**src/rtl/roll_decimation_ctrl_pkg.sv**
```systemverilog
// Shared definitions for the roll-mode decimation controller: state
// encoding and default datapath dimensions.
package roll_decimation_ctrl_pkg;

  localparam int SAMPLE_W_DEF = 12;
  localparam int ACC_W_DEF    = 42;
  localparam int PRE_W_DEF    = 16;
  localparam int H_RES_DEF    = 640;
  localparam int COL_W_DEF    = 10;

  typedef enum logic [1:0] {
    ST_IDLE  = 2'd0,
    ST_ACCUM = 2'd1,
    ST_DIV   = 2'd2,
    ST_OUT   = 2'd3
  } state_t;

endpackage

```
**src/rtl/roll_decimation_ctrl_divider.sv**
```systemverilog
// Iterative restoring divider: one quotient bit per clock, WIDTH clocks per
// division. A new start always restarts the unit, abandoning any division
// still in flight, so callers can simply ignore a result they no longer want.
module seq_divider
  import roll_decimation_ctrl_pkg::*;
#(
  parameter int WIDTH = ACC_W_DEF
) (
  input  logic             clk,
  input  logic             rst_n,
  input  logic             start,
  input  logic [WIDTH-1:0] dividend,
  input  logic [WIDTH-1:0] divisor,
  output logic             busy,
  output logic             done,
  output logic [WIDTH-1:0] quotient
);

  localparam int IW = $clog2(WIDTH + 1);

  logic [WIDTH-1:0] rem_q;
  logic [WIDTH-1:0] quo_q;
  logic [WIDTH-1:0] dvs_q;
  logic [IW-1:0]    iter_q;
  logic [WIDTH:0]   shifted;
  logic [WIDTH:0]   trial;

  // Shift the next dividend bit into the partial remainder and try a subtract.
  always_comb begin
    shifted = {rem_q, quo_q[WIDTH-1]};
    trial   = shifted - {1'b0, dvs_q};
  end

  // Iteration register: load on start, then restore-or-keep for WIDTH cycles.
  always_ff @(posedge clk or negedge rst_n) begin
    if (!rst_n) begin
      rem_q  <= '0;
      quo_q  <= '0;
      dvs_q  <= '0;
      iter_q <= '0;
      busy   <= 1'b0;
      done   <= 1'b0;
    end else if (start) begin
      rem_q  <= '0;
      quo_q  <= dividend;
      dvs_q  <= divisor;
      iter_q <= IW'(WIDTH);
      busy   <= 1'b1;
      done   <= 1'b0;
    end else if (busy) begin
      if (trial[WIDTH]) begin
        rem_q <= shifted[WIDTH-1:0];
        quo_q <= {quo_q[WIDTH-2:0], 1'b0};
      end else begin
        rem_q <= trial[WIDTH-1:0];
        quo_q <= {quo_q[WIDTH-2:0], 1'b1};
      end
      iter_q <= iter_q - IW'(1);
      if (iter_q == IW'(1)) begin
        busy <= 1'b0;
        done <= 1'b1;
      end
    end else begin
      done <= 1'b0;
    end
  end

  assign quotient = quo_q;

endmodule

```
**src/rtl/roll_decimation_ctrl.sv**
```systemverilog
// Roll-mode decimation controller. Sums each window of `prescaler` samples,
// divides by the window length with a sequential divider and hands the
// averaged point, tagged with a wrapping roll column, to the screen writer.
module roll_decimation_ctrl
  import roll_decimation_ctrl_pkg::*;
#(
  parameter int SAMPLE_W = SAMPLE_W_DEF,
  parameter int ACC_W    = ACC_W_DEF,
  parameter int PRE_W    = PRE_W_DEF,
  parameter int H_RES    = H_RES_DEF,
  parameter int COL_W    = COL_W_DEF
) (
  input  logic                clk,
  input  logic                rst_n,
  input  logic                enable,
  input  logic [PRE_W-1:0]    prescaler,
  input  logic                sample_valid,
  input  logic [SAMPLE_W-1:0] sample,
  output logic                out_valid,
  input  logic                out_ready,
  output logic [SAMPLE_W-1:0] out_data,
  output logic [COL_W-1:0]    out_col,
  output logic                busy,
  output logic                overrun,
  input  logic                clr_overrun
);

  state_t state;
  state_t state_nxt;

  logic [ACC_W-1:0]    acc;
  logic [PRE_W-1:0]    cnt;
  logic [PRE_W-1:0]    pre_lat;
  logic [PRE_W-1:0]    pre_eff;
  logic [PRE_W:0]      cnt_inc;
  logic [ACC_W-1:0]    sum;
  logic [ACC_W-1:0]    divisor_ext;
  logic [SAMPLE_W-1:0] quot_sat;
  logic                running;
  logic                win_done;
  logic                div_start;
  logic                bypass;
  logic                drop;
  logic                accept;
  logic                load_quot;
  logic                div_busy;
  logic                div_done;
  logic [ACC_W-1:0]    div_quot;

  // Window bookkeeping and hand-off decisions; a window can only be handed
  // over when nothing is in the divider and no point is waiting (ACCUM).
  always_comb begin
    pre_eff     = (prescaler == '0) ? PRE_W'(1) : prescaler;
    cnt_inc     = {1'b0, cnt} + (PRE_W+1)'(1);
    sum         = acc + ACC_W'(sample);
    divisor_ext = ACC_W'(pre_lat);
    running     = enable && (state != ST_IDLE);
    win_done    = running && sample_valid && (cnt_inc == {1'b0, pre_lat});
    div_start   = win_done && (state == ST_ACCUM) && (pre_lat != PRE_W'(1));
    bypass      = win_done && (state == ST_ACCUM) && (pre_lat == PRE_W'(1));
    drop        = win_done && (state != ST_ACCUM);
    accept      = enable && (state == ST_OUT) && out_ready;
    load_quot   = enable && (state == ST_DIV) && div_done;
    quot_sat    = (|div_quot[ACC_W-1:SAMPLE_W]) ? '1 : div_quot[SAMPLE_W-1:0];
  end

  // Next-state logic; dropping enable always returns to IDLE.
  always_comb begin
    state_nxt = state;
    if (!enable) begin
      state_nxt = ST_IDLE;
    end else begin
      case (state)
        ST_IDLE:  state_nxt = ST_ACCUM;
        ST_ACCUM: begin
          if (div_start) begin
            state_nxt = ST_DIV;
          end else if (bypass) begin
            state_nxt = ST_OUT;
          end
        end
        ST_DIV:   if (div_done) state_nxt = ST_OUT;
        ST_OUT:   if (out_ready) state_nxt = ST_ACCUM;
        default:  state_nxt = ST_IDLE;
      endcase
    end
  end

  // State register.
  always_ff @(posedge clk or negedge rst_n) begin
    if (!rst_n) begin
      state <= ST_IDLE;
    end else begin
      state <= state_nxt;
    end
  end

  // Accumulator runs in every active state so sampling never stalls behind
  // the divider; the prescaler is re-latched only at window boundaries.
  always_ff @(posedge clk or negedge rst_n) begin
    if (!rst_n) begin
      acc     <= '0;
      cnt     <= '0;
      pre_lat <= PRE_W'(1);
    end else if (!running) begin
      acc <= '0;
      cnt <= '0;
      if (enable) begin
        pre_lat <= pre_eff;
      end
    end else if (sample_valid) begin
      if (win_done) begin
        acc     <= '0;
        cnt     <= '0;
        pre_lat <= pre_eff;
      end else begin
        acc <= sum;
        cnt <= cnt_inc[PRE_W-1:0];
      end
    end
  end

  // Output point and roll column; the column survives enable drops so the
  // trace resumes where it left off.
  always_ff @(posedge clk or negedge rst_n) begin
    if (!rst_n) begin
      out_data <= '0;
      out_col  <= '0;
    end else if (!enable) begin
      out_data <= '0;
    end else begin
      if (bypass) begin
        out_data <= sample;
      end else if (load_quot) begin
        out_data <= quot_sat;
      end
      if (accept) begin
        out_col <= (out_col == COL_W'(H_RES-1)) ? '0 : out_col + COL_W'(1);
      end
    end
  end

  // Sticky overrun flag; a drop in the same cycle beats a clear.
  always_ff @(posedge clk or negedge rst_n) begin
    if (!rst_n) begin
      overrun <= 1'b0;
    end else if (drop) begin
      overrun <= 1'b1;
    end else if (clr_overrun) begin
      overrun <= 1'b0;
    end
  end

  assign out_valid = (state == ST_OUT);
  assign busy      = div_busy && (state == ST_DIV);

  seq_divider #(
    .WIDTH (ACC_W)
  ) u_div (
    .clk      (clk),
    .rst_n    (rst_n),
    .start    (div_start),
    .dividend (sum),
    .divisor  (divisor_ext),
    .busy     (div_busy),
    .done     (div_done),
    .quotient (div_quot)
  );

endmodule

```
**config.mk**
```make
export PLATFORM = sky130hd
export DESIGN_NAME = roll_decimation_ctrl
export DESIGN_NICKNAME = d
export VERILOG_FILES = /design/src/rtl/roll_decimation_ctrl_pkg.sv /design/src/rtl/roll_decimation_ctrl_divider.sv /design/src/rtl/roll_decimation_ctrl.sv
export SDC_FILE = /design/constraint.sdc
export NUM_CORES = 1
export LEC_CHECK = 0
export ABC_CLOCK_PERIOD_IN_PS = 4650
export CAP_MARGIN = 20
export CORE_MARGIN = 2
export CORE_UTILIZATION = 44
export DETAILED_ROUTE_END_ITERATION = 8
export GPL_ROUTABILITY_DRIVEN = 0
export PLACE_DENSITY = 0.58
export SLEW_MARGIN = 20
export SYNTH_ARGS = -nofsm -noshare
export SYNTH_HDL_FRONTEND = slang
export SYNTH_HIERARCHICAL = 1
export SYNTH_SLANG_ARGS = --single-unit
```
**constraint.sdc**
```tcl
create_clock -name clk -period 4.65 [get_ports clk]
set_input_delay 0.93 -clock clk [delete_from_list [all_inputs] [get_ports clk]]
set_output_delay 0.93 -clock clk [all_outputs]
set_load 0.02 [all_outputs]
```
==> results of run 1 <==
synthesized netlist by cell type, drive strengths merged (5+ instances only):
cell	number	area share, %
mux2i	52	3.4
xnor2	65	3.8
nor3b	5	0.25
o21ai	146	4.8
clkbuf	74	1.8
a311oi	33	2.9
buf	36	1.6
mux2	19	1.6
a21boi	15	0.81
o211ai	14	0.72
xor2	38	2.3
a21o	13	0.64
o21bai	11	0.54
nand4	43	2.0
or3	22	0.90
nor2b	12	0.49
dfrtp	232	38
and2	10	0.41
a21oi	60	2.2
o22a	12	0.69
nor3	27	0.88
and4	11	0.65
nand2	210	5.2
o21a	11	0.54
inv	71	1.7
a31oi	67	2.7
or4	6	0.34
a211o	5	0.29
nor2	94	2.3
ha	62	5.1
nand3	59	2.0
nand2b	9	0.37
a41oi	13	0.74
a22o	15	0.86
nor4	23	0.94
a211oi	8	0.43
and3	22	0.90
logic make-up after synthesis:
family | synth area share (%)
xor+xnor | 6.074
compound gates | 21.80
other cells | 0.02453
flops | 38.15
buf+inv | 5.149
simple gates | 18.42
mux | 5.050
fa+ha+maj | 5.337
registers in the layout, indices dropped and copies added, names as in the netlist:
name,cells
out_col,10
overrun,1
u_div/iter_q,6
u_div/rem_q,42
out_data,12
u_div/busy,1
state,2
u_div/done,1
pre_lat,16
u_div/dvs_q,42
u_div/quotient,42
acc,42
cnt,16
critical path, cell delays in order, from the launching register on:
cell	delay [ns]
dfrtp_1	0.46
ha_1	0.39
nand4_4	0.16
or4_4	0.57
xnor2_1	0.23
o2111ai_1	0.19
or4b_1	0.55
nor3b_2	0.30
buf_12	0.42
buf_4	0.40
o21ai_0	0.17
worst max path at each step:
stage / from / to / slack (ns) / cells past startpoint
2_1_floorplan: cnt[0]$_DFFE_PN0P_ / u_div/rem_q[19]$_DFFE_PN0P_ / 0.83 / 13
3_3_place_gp: sample[0] / acc[18]$_DFFE_PN0P_ / 0.69 / 10
3_5_place_dp: sample[0] / acc[18]$_DFFE_PN0P_ / 0.55 / 10
4_1_cts: cnt[0]$_DFFE_PN0P_ / u_div/quotient[21]$_DFFE_PN0P_ / 0.65 / 10
5_1_grt: cnt[0]$_DFFE_PN0P_ / u_div/quotient[21]$_DFFE_PN0P_ / 0.30 / 10
6_report: cnt[0]$_DFFE_PN0P_ / u_div/quotient[21]$_DFFE_PN0P_ / 0.66 / 10
power by group through the flow:
| stage | combinational (mW) | sequential (mW) | clock [mW] |
|---|---|---|---|
| 2_1_floorplan | 2.49 | 2.91 | 0 |
| 3_3_place_gp | 3.00 | 3.09 | 0 |
| 3_5_place_dp | 3.06 | 3.10 | 0 |
| 4_1_cts | 3.07 | 3.07 | 2.20 |
| 5_1_grt | 3.42 | 3.15 | 2.29 |
| 6_report | 3.07 | 3.08 | 2.14 |
cells in the final DEF (no fill, tap or decap), types with 22 or more instances in the layout:
master,netlist,final
a21oi_1,55,55
a311oi_2,24,24
a31oi_1,67,67
and3_1,22,22
clkbuf_16,0,29
clkdlybuf4s50_1,0,57
conb_1,1,26
dfrtp_1,232,231
ha_1,62,62
inv_1,71,71
mux2i_1,52,52
nand2_1,210,210
nand3_1,58,58
nand4_1,41,41
nor2_1,94,94
nor3_1,27,27
nor4_1,23,22
o21ai_0,142,142
or3_1,22,22
xnor2_1,64,64
xor2_1,37,37
per-stage QoR:
stage | setup slack, ns | instances | instance area [um^2] | util [%] | power, mW
floorplan | 0.8250 | 1720 | 15380 | - | 5.399
global placement | 0.6882 | 2147 | 16280 | 47.37 | 6.092
detailed placement | 0.5509 | 2147 | 16280 | 47.37 | 6.160
CTS | 0.6494 | 2196 | 17170 | 49.96 | 8.343
global route | 0.3027 | 2196 | 17170 | 49.96 | 8.858
finish | 0.6616 | 2196 | 17170 | 49.96 | 8.287
cell type report:
class	instances	area (um^2)	share of cell area (%)
clock buffers	41	820.8	4.780
well taps	455	569.3	3.315
multi-input cells	1305	8791	51.19
flip-flops and latches	233	5836	33.98
repair buffers	82	815.8	4.751
inverters	72	270.3	1.574
clock inverters	8	68.82	0.4008
routing by layer:
layer	up-vias	GRT usage, %	wire length (um)
met4	0	6.321	822
met3	60	3.073	1912
li1	6232	-	-
met1	6328	32.28	19660
met5	-	0	0
met2	319	35.26	17800
==> summary.txt, run 1 <==
Status
  • Status: finished, final reports clean

Worst setup path
  • Critical R2R Capture: u_div/quotient[21]$_DFFE_PN0P_
  • Startpoint type of the worst setup path: flop
  • Crit path kind: reg -> reg
  • Setup crit end kind: flop
  • Arr. time, crit path: 4.41 ns
  • RR Startpoint: cnt[0]$_DFFE_PN0P_
  • Worst-path fanout max: 109
  • Worst r2r path cells: 10
  • WP data required: 5.07 ns
  • R2r setup slk: 0.66 ns

Yosys
  • Synth Flop Type: dfrtp_1
  • Yosys cell types: 93
  • Gate Count Post-Synth: 1695
  • Syn avg cell area: 9.018 um^2
  • Mapped Area: 15290 um^2
  • Asr flop ratio synth: 100.0%
  • Register bit total from synthesis: 233
  • EDFF count, synth: 0
  • Post-synthesis sequential area ratio: 38.15%
  • Yosys warning total: 6

STA
  • Worst hold slack: 0.4315 ns
  • RSZ-0062 raised after global routing: false
  • Tmin final: 3.988 ns
  • Post-Route Skew: 0.01294 ns
  • Max-slew headroom: 29.34%
  • Max-slew violation count: 0
  • Worst-margin pin slew: 1.060 ns
  • Final Hold Fails: 0
  • F_max: 0.2507 GHz
  • Setup tns final: 0 ns
  • # setup viols final: 0
  • Period utilization: 85.77%

Hold path
  • Hold Path Class: in -> async

Clock network
  • # hold bufs at CTS: 0
  • Clock Tree Buf Depth: 3
  • Clock Latency Late Sink: 0.56 ns
  • Clock Sink Count: 233
  • Cts repair resizes: 0
  • CTS tree: done
  • Htree depth: 1
  • CTS buffer count: 29
  • Setup bufs post-CTS: 0
  • Clk slew on worst S/H paths: 0.06 ns
  • CTS root buffer: clkbuf_16

Power and ir drop
  • Net Sw Frac: 37.47%
  • Clk pwr share: 25.8%
  • Logic pwr share: 37.0%
  • Sw power: 3.105 mW
  • Leakage: 7.483 nW
  • P_int: 5.182 mW
  • Power share of the sequential group: 37.1%
  • Max IR drop VDD: 289.2 uV
  • Pwr dens: 482.6 nW/um^2

Global routing
  • Antenna violations before repair: 0
  • Overflow after GRT: 0
  • First-pass GRT wire length: 66.75 mm
  • Total Routing Usage GR: 22.43%
  • Vias in the first global route: 12709
  • Largest net degree at the start of global routing: 110

Die
  • Core Region: 34370 um^2
  • Die footprint: 36250 um^2
  • Num ports: 59
  • Die X: 190.4 um
  • Die Y: 190.4 um
  • Initial Utilization: 44.47%
  • Floorplan row count: 68

Detailed routing
  • Post-route ant nets: 0
  • DR DRC count: 0
  • Post-DR wirelength/cell: 18.31 um
  • Vias/cell: 5.892
  • Final WL: 40.20 mm
  • First DRT Iteration DRCs: 798
  • Drt pass-1 iters: 7
  • DR vias: 12939

Placement
  • PortBufs: 58
  • Post-DP HPWL: 27.34 mm

Layout
  • Area grow syn2layout: 12.34%
  • Diodes inserted: 0
  • Layout cells sized above 1: 8.558%
  • # nets final: 1821
  • Layout fillers: 3335

Flow run
  • Reported max-cap violation count: 0
Note: power is estimated with default switching activity, not from simulation.
==> run 2: changes to the inputs <==
Settings changed: CORE_UTILIZATION 44 to 40, PLACE_DENSITY 0.58 to 0.53.
==> run 2 against run 1 <==
Against the previous run:
- clock-buffer cell count grew 1
- clock power up 6%
- setup slack gained 0.018 ns
- largest cell class unchanged
==> summary.txt, run 2 (synthesis results as in run 1) <==
STA
  • Max-slew violation count: 0 (unchanged)
  • Worst-margin pin slew: 1.014 ns (-0.04577 ns)
  • Period utilization: 85.37% (-0.40 points)
  • Tmin final: 3.970 ns (-0.01849 ns)
  • F_max: 0.2519 GHz (+0.47%)
  • Max-slew headroom: 32.40% (+3.1 points)
  • Post-Route Skew: 0.01803 ns (+0.005096 ns)
  • # setup viols final: 0 (unchanged)
  • RSZ-0062 raised after global routing: false
  • Setup tns final: 0 ns (unchanged)
  • Final Hold Fails: 0 (unchanged)

Detailed routing
  • Post-DR wirelength/cell: 18.54 um (+1.3%)
  • DR DRC count: 0 (unchanged)
  • DR vias: 12842 (-0.75%)
  • Post-route ant nets: 0 (unchanged)
  • Vias/cell: 5.697 (-3.3%)
  • First DRT Iteration DRCs: 861 (+7.9%)
  • Drt pass-1 iters: 5 (-2)
  • Final WL: 41.79 mm (+3.9%)

Clock network
  • Clock Latency Late Sink: 0.57 ns (about the same)
  • Htree depth: 1 (unchanged)
  • Clock Sink Count: 233 (unchanged)
  • CTS tree: done
  • # hold bufs at CTS: 0 (unchanged)
  • CTS buffer count: 28 (-3.4%)
  • CTS root buffer: clkbuf_16
  • Clk slew on worst S/H paths: 0.06 ns (about the same)
  • Clock Tree Buf Depth: 3 (unchanged)
  • Setup bufs post-CTS: 0 (unchanged)
  • Cts repair resizes: 0 (unchanged)

Power and ir drop
  • Logic pwr share: 36.0% (-1.0 points)
  • Power share of the sequential group: 37.2% (about the same)
  • P_int: 5.258 mW (+1.5%)
  • Leakage: 7.500 nW (+0.22%)
  • Pwr dens: 486.5 nW/um^2 (+0.82%)
  • Max IR drop VDD: 242.0 uV (-16%)
  • Clk pwr share: 26.8% (+1.0 points)
  • Net Sw Frac: 37.52% (+0.056 points)
  • Sw power: 3.158 mW (+1.7%)

Worst setup path
  • Slowest CP cell: fa_1
  • Arr. time, crit path: 4.43 ns (+0.02 ns)
  • CP startpoint: u_div/quotient[41]$_DFFE_PN0P_
  • Worst-path fanout max: 30 (-72%)
  • Crit path kind: reg -> reg
  • RR Startpoint: u_div/quotient[41]$_DFFE_PN0P_
  • WP data required: 5.11 ns (+0.04 ns)
  • R2r setup slk: 0.68 ns (+0.02 ns)
  • Setup crit end kind: flop
  • Worst Path Buf+Inv: 2 (unchanged)
  • Most used cell, CP: inv_1
  • Startpoint type of the worst setup path: flop
  • Slowest stage delay, CP: 0.43 ns (-0.14 ns)
  • Worst path top cell family by delay: compound AO/OA/AOI/OAI gates
  • Crit-path cells: inv_1 -> ha_1 -> inv_1 -> fa_1 -> a211oi_2 -> o21bai_1 -> a22oi_1 -> a211o_1 -> o211ai_2 -> a21oi_4 -> xnor2_4 -> o311ai_0 -> a311oi_1

Layout
  • Layout fillers: 3679 (+10%)
  • Area grow syn2layout: 13.17%
  • Leading cell types in the layout, fill and taps excluded: 231 x dfrtp_1, 210 x nand2_1, 142 x o21ai_0
  • Layout cells sized above 1: 8.668% (+0.11 points)
  • Post-layout util: 45.93% (-4.0 points)
  • # nets final: 1818 (-0.16%)
  • Most common cell after layout, fill and taps aside: dfrtp_1

Global routing
  • Antenna violations before repair: 0 (unchanged)
  • Vias in the first global route: 12388 (-2.5%)
  • Largest net degree at the start of global routing: 105 (-4.5%)
  • Total Routing Usage GR: 21.19% (-1.2 points)
  • Overflow after GRT: 0 (unchanged)
  • First-pass GRT wire length: 68.21 mm (+2.2%)

Placement
  • Post-DP HPWL: 28.33 mm (+3.6%)
  • PortBufs: 58 (unchanged)

Die
  • Floorplan row count: 71 (+4.4%)
  • Die footprint: 39790 um^2 (+9.8%)
  • Die X: 199.5 um (+4.8%)
  • Core Region: 37670 um^2 (+9.6%)
  • Die Y: 199.5 um (+4.8%)
  • Num ports: 59 (unchanged)
  • Initial Utilization: 40.58% (-3.9 points)

Status
  • Status: finished, final reports clean

Flow run
  • Reported max-cap violation count: 0 (unchanged)

Hold path
  • Hold Path Class: in -> async
## run 2: changes by cell type in the layout (fill, tap and decap cells not counted)
cell	delta
buf_4	-3
clkbuf_8	+3
buf_12	+1
bufinv_16	+1
clkbuf_1	-1
clkbuf_16	-1
clkinv_8	+1
clkinvlp_4	+1
diode_2	+1
inv_6	-1
## run 2: final cells by class
cell class,count,area [um^2],area share (%)
diodes,1,2.502,0.01447
clock buffers,42,833.3,4.817
clock inverters,10,113.9,0.6582
inverters,72,270.3,1.562
multi-input cells,1305,8791,50.82
flip-flops and latches,233,5836,33.73
well taps,511,639.4,3.696
repair buffers,80,813.3,4.701
## run 2: stage by stage
| step | power (mW) | instances | hold slack [ns] | cell area (um^2) | worst slack [ns] |
|---|---|---|---|---|---|
| 3_5_place_dp | 6.194 | 2201 | 0.4937 | 16350 | 0.5287 |
| 2_1_floorplan | 5.399 | 1720 | 0.4708 | 15380 | 0.8250 |
| 6_report | 8.417 | 2254 | 0.3667 | 17300 | 0.6801 |
| 3_3_place_gp | 6.142 | 2201 | 0.4790 | 16350 | 0.6063 |
| 5_1_grt | 8.987 | 2253 | 0.4053 | 17300 | 0.3220 |
| 4_1_cts | 8.505 | 2253 | 0.3739 | 17300 | 0.6483 |
## run 2: power by group through the flow
stage	Clock (mW)	Combinational (mW)	Sequential (mW)
after CTS	2.33	3.04	3.14
after floorplan	0	2.49	2.91
after global placement	0	2.98	3.16
final	2.26	3.03	3.13
after global routing	2.41	3.38	3.20
after detailed placement	0	3.03	3.16
## run 2: per-layer routing
layer / GRT usage, % / vias to the layer above / wire, um
met5: 0 / - / 0
met4: 4.527 / 0 / 652
met3: 2.447 / 45 / 1730
met2: 33.80 / 278 / 18630
met1: 30.83 / 6287 / 20780
li1: - / 6232 / -
## run 2: path summary, 6_finish.rpt
check / endpoint / cells past startpoint
worst max-delay path: u_div/rem_q[37]$_DFFE_PN0P_ / 13
worst min-delay path: u_div/rem_q[32]$_DFFE_PN0P_ / 1
worst max register to register: u_div/rem_q[37]$_DFFE_PN0P_ / 13
worst min register to register: acc[41]$_DFFE_PN0P_ / 1
max in group asynchronous: pre_lat[0]$_DFFE_PN1P_ / 2
min in group clk: acc[41]$_DFFE_PN0P_ / 1
## run 2: worst register-to-register path, stage by stage (launching register included)
cell      delay, ns
dfrtp_1        0.41
inv_1          0.10
ha_1           0.18
inv_1          0.05
fa_1           0.43
a211oi_2       0.33
o21bai_1       0.15
a22oi_1        0.21
a211o_1        0.33
o211ai_2       0.19
a21oi_4        0.36
xnor2_4        0.42
o311ai_0       0.39
a311oi_1       0.33
==> run 3: changes to the inputs <==
Settings changed: CAP_MARGIN 20 to unset.
==> results of run 3 <==
The final DEF is identical to that of run 2; final timing and power are the same.
